===== src/rtl/mips_pkg.sv =====
// Shared MIPS datapath definitions: fetch FSM states, PC-select codes, reset PC,
// opcode field position, NOP encoding and the opcode constants used so far.
package mips_pkg;

  localparam logic [31:0] RESET_PC_DEFAULT = 32'h0040_0000;

  localparam int unsigned OpcodeMsb = 31;
  localparam int unsigned OpcodeLsb = 26;

  localparam logic [31:0] NOP = 32'h0000_0000;

  localparam logic [5:0] OpRtype    = 6'b000000;
  localparam logic [5:0] OpAddi     = 6'b001000;
  localparam logic [5:0] OpLw       = 6'b100011;
  localparam logic [5:0] OpSw       = 6'b101011;
  localparam logic [5:0] OpSpecial2 = 6'b011100;

  typedef enum logic [1:0] {
    StFetch,
    StHold,
    StFault
  } fetch_state_e;

  typedef enum logic [1:0] {
    PcHold,
    PcInc,
    PcRedirect
  } pc_sel_e;

  function automatic logic [5:0] get_opcode(input logic [31:0] word);
    return word[OpcodeMsb:OpcodeLsb];
  endfunction

endpackage


===== src/rtl/instr_fetch_if.sv =====
// Instruction-memory request/ready handshake between the fetch stage (master)
// and instruction memory (slave).
interface instr_fetch_if;
  logic        req;
  logic [31:0] addr;
  logic        ready;
  logic [31:0] rdata;

  modport master (output req, output addr, input ready, input rdata);
  modport slave  (input req, input addr, output ready, output rdata);
endinterface


===== src/rtl/ifetch_pc_reg.sv =====
// Program counter register with hold / +4 / redirect next-PC mux.
// Without IFETCH_ALIGN_CHECK_EN the redirect target is forced word-aligned.
module ifetch_pc_reg
  import mips_pkg::*;
#(
  parameter logic [31:0] RESET_PC = RESET_PC_DEFAULT
) (
  input  logic        clk,
  input  logic        rst,
  input  pc_sel_e     pc_sel,
  input  logic [31:0] redirect_pc,
  output logic [31:0] pc,
  output logic [31:0] pc_plus4
);

  logic [31:0] pc_q, pc_d;
  logic [31:0] target;

`ifdef IFETCH_ALIGN_CHECK_EN
  assign target = redirect_pc;
`else
  logic unused_lsb;
  assign unused_lsb = ^redirect_pc[1:0];
  assign target     = {redirect_pc[31:2], 2'b00};
`endif

  assign pc_plus4 = pc_q + 32'd4;

  always_comb begin
    pc_d = pc_q;
    unique case (pc_sel)
      PcInc:      pc_d = pc_plus4;
      PcRedirect: pc_d = target;
      default:    pc_d = pc_q;
    endcase
  end

  always_ff @(posedge clk or posedge rst) begin
    if (rst) begin
      pc_q <= RESET_PC;
    end else begin
      pc_q <= pc_d;
    end
  end

  assign pc = pc_q;

endmodule


===== src/rtl/instr_fetch.sv =====
// MIPS instruction fetch stage: PC, imem request/ready handshake, instruction register.
// Optional misaligned-redirect fault enabled by IFETCH_ALIGN_CHECK_EN.
module instr_fetch
  import mips_pkg::*;
#(
  parameter logic [31:0] RESET_PC = RESET_PC_DEFAULT
) (
  input  logic                 clk,
  input  logic                 rst,
  instr_fetch_if.master        imem,
  input  logic                 stall,
  input  logic                 redirect,
  input  logic [31:0]          redirect_pc,
  output logic [31:0]          instr,
  output logic [5:0]           opcode,
  output logic [31:0]          pc,
  output logic [31:0]          pc_plus4,
  output logic                 instr_valid,
  output logic                 fetch_fault,
  output logic [31:0]          fetch_count
);

  fetch_state_e state_q, state_d;
  pc_sel_e      pc_sel;
  logic [31:0]  instr_q, instr_d;
  logic         valid_q, valid_d;
  logic [31:0]  count_q, count_d;

`ifdef IFETCH_ALIGN_CHECK_EN
  logic fault_q, fault_d;
  logic misaligned;
  assign misaligned = |redirect_pc[1:0];
`endif

  ifetch_pc_reg #(
    .RESET_PC (RESET_PC)
  ) u_pc_reg (
    .clk         (clk),
    .rst         (rst),
    .pc_sel      (pc_sel),
    .redirect_pc (redirect_pc),
    .pc          (pc),
    .pc_plus4    (pc_plus4)
  );

  always_comb begin
    state_d = state_q;
    pc_sel  = PcHold;
    instr_d = instr_q;
    valid_d = valid_q;
    count_d = count_q;
`ifdef IFETCH_ALIGN_CHECK_EN
    fault_d = fault_q;
`endif
    unique case (state_q)
      StFetch: begin
        // Redirect wins over a same-cycle response; that word is dropped.
        if (redirect) begin
          pc_sel  = PcRedirect;
          valid_d = 1'b0;
`ifdef IFETCH_ALIGN_CHECK_EN
          if (misaligned) begin
            fault_d = 1'b1;
            state_d = StFault;
          end
`endif
        end else if (imem.ready) begin
          instr_d = imem.rdata;
          valid_d = 1'b1;
          state_d = StHold;
        end
      end
      StHold: begin
        if (redirect) begin
          pc_sel  = PcRedirect;
          valid_d = 1'b0;
          state_d = StFetch;
`ifdef IFETCH_ALIGN_CHECK_EN
          if (misaligned) begin
            fault_d = 1'b1;
            state_d = StFault;
          end
`endif
        end else if (!stall) begin
          pc_sel  = PcInc;
          valid_d = 1'b0;
          count_d = count_q + 32'd1;
          state_d = StFetch;
        end
      end
      StFault: begin
        valid_d = 1'b0;
      end
      default: begin
        state_d = StFetch;
      end
    endcase
  end

  always_ff @(posedge clk or posedge rst) begin
    if (rst) begin
      state_q <= StFetch;
      instr_q <= NOP;
      valid_q <= 1'b0;
      count_q <= 32'd0;
    end else begin
      state_q <= state_d;
      instr_q <= instr_d;
      valid_q <= valid_d;
      count_q <= count_d;
    end
  end

`ifdef IFETCH_ALIGN_CHECK_EN
  always_ff @(posedge clk or posedge rst) begin
    if (rst) begin
      fault_q <= 1'b0;
    end else begin
      fault_q <= fault_d;
    end
  end
  assign fetch_fault = fault_q;
`else
  assign fetch_fault = 1'b0;
`endif

  // Request drops immediately on reset so an in-flight handshake is abandoned.
  assign imem.req    = (state_q == StFetch) && !rst;
  assign imem.addr   = pc;
  assign instr       = instr_q;
  assign opcode      = get_opcode(instr_q);
  assign instr_valid = valid_q;
  assign fetch_count = count_q;

endmodule


===== src/flat_wrapper.sv =====
// flat-port wrapper written by rule: the top's interface ports become plain ports
module instr_fetch_flat import mips_pkg::*;
#(
  parameter logic [31:0] RESET_PC = RESET_PC_DEFAULT
)
  (clk, rst, stall, redirect, redirect_pc, instr, opcode, pc, pc_plus4, instr_valid, fetch_fault, fetch_count, imem_req, imem_addr, imem_ready, imem_rdata);
  instr_fetch_if imem_i ();
  input  logic clk;
  input  logic rst;
  input  logic stall;
  input  logic redirect;
  input  logic [31:0] redirect_pc;
  output logic [31:0] instr;
  output logic [5:0] opcode;
  output logic [31:0] pc;
  output logic [31:0] pc_plus4;
  output logic instr_valid;
  output logic fetch_fault;
  output logic [31:0] fetch_count;
  output wire logic [$bits(imem_i.req)-1:0] imem_req;
  output wire logic [$bits(imem_i.addr)-1:0] imem_addr;
  input wire logic [$bits(imem_i.ready)-1:0] imem_ready;
  input wire logic [$bits(imem_i.rdata)-1:0] imem_rdata;
  assign imem_req = imem_i.req;
  assign imem_addr = imem_i.addr;
  assign imem_i.ready = imem_ready;
  assign imem_i.rdata = imem_rdata;
  instr_fetch #(.RESET_PC(RESET_PC)) u_core (.clk(clk), .rst(rst), .imem(imem_i), .stall(stall), .redirect(redirect), .redirect_pc(redirect_pc), .instr(instr), .opcode(opcode), .pc(pc), .pc_plus4(pc_plus4), .instr_valid(instr_valid), .fetch_fault(fetch_fault), .fetch_count(fetch_count));
endmodule

===== config.mk =====
export PLATFORM = sky130hd
export DESIGN_NAME = instr_fetch_flat
export DESIGN_NICKNAME = d
export VERILOG_FILES = /design/src/rtl/mips_pkg.sv /design/src/rtl/instr_fetch_if.sv /design/src/rtl/ifetch_pc_reg.sv /design/src/rtl/instr_fetch.sv /design/src/flat_wrapper.sv
export SDC_FILE = /design/constraint.sdc
export NUM_CORES = 1
export LEC_CHECK = 0
export CAP_MARGIN = 20
export CORE_MARGIN = 2
export CORE_UTILIZATION = 35
export DETAILED_ROUTE_END_ITERATION = 16
export PLACE_DENSITY = 0.77
export SLEW_MARGIN = 30
export SYNTH_ARGS = -nofsm -noshare
export SYNTH_HDL_FRONTEND = slang
export SYNTH_SLANG_ARGS = --single-unit

===== constraint.sdc =====
create_clock -name clk -period 3.9 [get_ports clk]
set_input_delay 0.78 -clock clk [delete_from_list [all_inputs] [get_ports clk]]
set_output_delay 0.78 -clock clk [all_outputs]
set_load 0.02 [all_outputs]

==> results of run 1 <==
==> power by group through the flow <==
stage          sequential [mW]  clock (mW)  combinational (mW)
4_1_cts                   1.34       0.963                1.54
6_report                  1.34       0.933                1.53
5_1_grt                   1.37        1.01                1.63
3_5_place_dp              1.36           0                1.54
3_3_place_gp              1.35           0                1.53
2_1_floorplan             1.50           0               0.697
==> worst paths after layout <==
kind | from | end | slack [ns]
worst max register to register | u_core.state_q[0]$_DFFE_PP0P_ | u_core.u_pc_reg.pc[28]$_DFFE_PP0P_ | 1.42
min in group asynchronous | rst | u_core.instr[7]$_DFFE_PP0P_ | 0.89
worst max-delay path | u_core.u_pc_reg.pc[3]$_DFFE_PP0P_ | pc_plus4[16] | 0.15
worst min register to register | u_core.fetch_count[31]$_DFFE_PP0N_ | u_core.fetch_count[31]$_DFFE_PP0N_ | 0.47
max in group asynchronous | rst | u_core.u_pc_reg.pc[8]$_DFFE_PP0P_ | 2.27
worst min-delay path | u_core.fetch_count[31]$_DFFE_PP0N_ | u_core.fetch_count[31]$_DFFE_PP0N_ | 0.47
==> logic make-up after synthesis <==
logic type	after synthesis	share of synthesized area
other	1	0.000698
adders and majority gates	3	0.00698
xor gates and xnor gates	59	0.0961
DFF	96	0.447
AOI/OAI and AO/OA	78	0.106
buffers and inverters	92	0.0961
and+or+nand+nor	170	0.172
muxes	36	0.0747
==> repair_timing <==
item | 4_1_cts | 5_1_grt
endpoints found under the setup margin | 0 | 3
setup buffers | 0 | 0
resized for setup | 0 | 2
==> state kept, by name, summed over array words and instances, names as in the netlist <==
name and count:
u_core.fetch_count 32, u_core.instr 32, u_core.state_q 1, u_core.u_pc_reg.pc 30, u_core.instr_valid 1
==> metrics by stage <==
| stage | worst slack (ns) | hold slack (ns) | area, µm² |
|---|---|---|---|
| final | 0.147 | 0.473 | 7970 |
| after global routing | 0.00371 | 0.511 | 7970 |
| after CTS | 0.113 | 0.477 | 7960 |
| after detailed placement | 0.502 | 0.465 | 7650 |
| after global placement | 0.512 | 0.462 | 7650 |
| after floorplan | 0.616 | 0.578 | 5400 |
==> per-layer routing <==
layer	share of wire	global-route usage	vias to the layer above
li1	-	-	2265
met1	0.43	0.237	2284
met2	0.47	0.294	202
met3	0.079	0.0413	23
met4	0.024	0.0756	2
met5	0.00072	0	-
==> placed cells by master, fill, tap and decap left out, drive strengths merged, types with 7 or more instances in the layout <==
| cell | netlist | layout |
|---|---|---|
| a22oi | 15 | 15 |
| buf | 51 | 22 |
| inv | 16 | 18 |
| o311ai | 10 | 10 |
| nand2 | 28 | 28 |
| o21ai | 14 | 14 |
| mux2 | 33 | 33 |
| clkdlybuf4s50 | 0 | 228 |
| xnor2 | 43 | 43 |
| dfrtp | 95 | 95 |
| nor4 | 8 | 8 |
| nand3 | 33 | 33 |
| clkbuf | 24 | 9 |
| nor2 | 33 | 33 |
| nand4 | 20 | 20 |
| nor3 | 13 | 13 |
| and4 | 7 | 7 |
| xor2 | 16 | 16 |
| conb | 1 | 7 |
==> critical path, stage by stage (launching register included) <==
cell                              delay (ns)
sky130_fd_sc_hd__dfrtp_1                0.35
sky130_fd_sc_hd__ha_1                   0.42
sky130_fd_sc_hd__inv_1                  0.14
sky130_fd_sc_hd__or4_1                  0.65
sky130_fd_sc_hd__or2_1                  0.28
sky130_fd_sc_hd__xnor2_1                0.13
sky130_fd_sc_hd__clkdlybuf4s50_1        0.65
==> cell type report <==
cell class | instances | area (µm²) | area share
clock buffers | 9 | 225 | 0.0283
flip-flops and latches | 96 | 2410 | 0.302
clock inverters | 7 | 91.3 | 0.0115
diodes | 1 | 2.50 | 0.000314
inverters | 17 | 66.3 | 0.00832
repair buffers | 250 | 2460 | 0.309
well taps | 188 | 235 | 0.0295
multi-input cells | 353 | 2480 | 0.312
==> impl_metrics.tcl, run 1 <==
set metrics [dict create \
    routedWlPerCell_um 16.6 \
    hold_path_depth 1 \
    worstSkewPairLatency_ns 0.35 \
    detailed_place_hpwl_um 11500 \
    crit_path_dat_ns 2.97 \
    vias 4776 \
    postRouteAntennaNets 0 \
    antenna_found_initial 2 \
    globalRoute.totalOverflow 0 \
    synth-edff-count 0 \
    post-route-drc-count 0 \
    power-per-cell-area_nw_per_um2 477 \
    max_cap_violations 0 \
    startpoint_type "flip-flop" \
    power_frac_clock 0.245 \
    synth_sequential_area_ratio 0.447 \
    die_area_um2 16400 \
    vias_in_the_first_global_route 4393 \
    p_comb_frac 0.402 \
    num_rows 45 \
    synth_common_cells "sky130_fd_sc_hd__dfrtp_1 (95), sky130_fd_sc_hd__buf_4 (43), sky130_fd_sc_hd__xnor2_1 (43)" \
    cts_made_buffers 9 \
    tritoncts_clock_tree "built" \
    dr.first_iter.drc_count 260 \
    prevailing_post_synth_register_cell "sky130_fd_sc_hd__dfrtp_1" \
    ys_seq_elements 96 \
    worst_reg2reg_path_length_in_cells 8 \
    switchingPower_mw 1.38 \
    path_clk_slew_ns 0.08 \
    layout-area-overhead-vs-synth_pct 48.3 \
    die_h_um 128 \
    max_freq_mhz 266 \
    status "finished, final reports clean" \
    post-synth-top-area-fraction 0.442 \
    first_pass_iters 5 \
    timing_hold_violations_final 0 \
    last_weighted_congestion_value_of_the_routability_driven_placer 0.810 \
    yosysWarningCount 0 \
    crit_type "reg -> out" \
    fin_util 0.528 \
    cts.htree.levels 3 \
    final-max-slew-violation-count 0 \
    synth_top_cell_by_area "sky130_fd_sc_hd__dfrtp_1" \
    viasPerCell 5.19 \
    yosys.cell_count.top_type "sky130_fd_sc_hd__dfrtp_1" \
    worst_ir_drop_vdd_v 0.000222 \
    io-pin-count 238 \
    slew_at_the_pin_closest_to_its_max_slew_limit_ns 0.761 \
    detail_route.wirelength_um 15300 \
    timing.max_slew.rel_slack 0.491 \
    count_of_mapped_cells_out_of_synthesis 535 \
    grt.total_usage 0.182 \
    finalClockSkew_ns 0.00802 \
    path_max_fanout 10 \
    setup-violations-final 0 \
    layout_min_cycle_time_ns 3.75 \
    hold_buffer_count_at_cts 0 \
    place.detailed.instances 904 \
    num-fill-cells 1350 \
    fp.dieW_um 128 \
    seq_power_share 0.352 \
    number_of_cells_in_the_finished_layout_apart_from_fillers 921 \
    grt_setup_unrepaired "false" \
    p_leak_nw 3.13 \
    synth_area_leaders "sky130_fd_sc_hd__dfrtp_1 (44%), sky130_fd_sc_hd__xnor2_1 (7.0%), sky130_fd_sc_hd__mux2_2 (6.9%)" \
    tritoncts_num_sinks 96 \
    setup.worst_path.end_class "primary output" \
    setup_total_negative_slack_ns 0 \
    total_power_mw 3.80 \
    drive_gt1_frac 0.117 \
    largest_net_degree_at_the_start_of_global_routing 52 \
    synth.avg_cell_area_um2 10.0 \
    post-route-period-util 0.962 \
    fraction_of_registers_with_async_set_reset 1.00 \
    min_delay_worst_type "reg -> reg" \
    grt_first_pass_wirelength_um 23500 \
    ys_types 58 \
    placeableCoreArea_um2 15100 \
    p_sw_frac 0.362 \
    portBuffers 228 \
    start_util 0.356 \
    syn_area_um2 5380 \
    cts.path.max_buffers 2 \
    cts_root_buf "sky130_fd_sc_hd__clkbuf_16" \
    nNetsFinal 799 \
    cp.required_ns 3.12 \
    p_int_mw 2.42 \
]
Note: power is estimated with default switching activity, not from simulation.
==> inputs of run 2 (changes only) <==
--- a/config.mk
+++ b/config.mk
@@ -9,6 +9,7 @@
 export CORE_MARGIN = 2
 export CORE_UTILIZATION = 35
 export DETAILED_ROUTE_END_ITERATION = 16
+export GPL_ROUTABILITY_DRIVEN = 1
 export PLACE_DENSITY = 0.77
 export SLEW_MARGIN = 30
 export SYNTH_ARGS = -nofsm -noshare
==> results of run 2 <==
No change in the layout: final DEF, timing and power equal those of run 1.
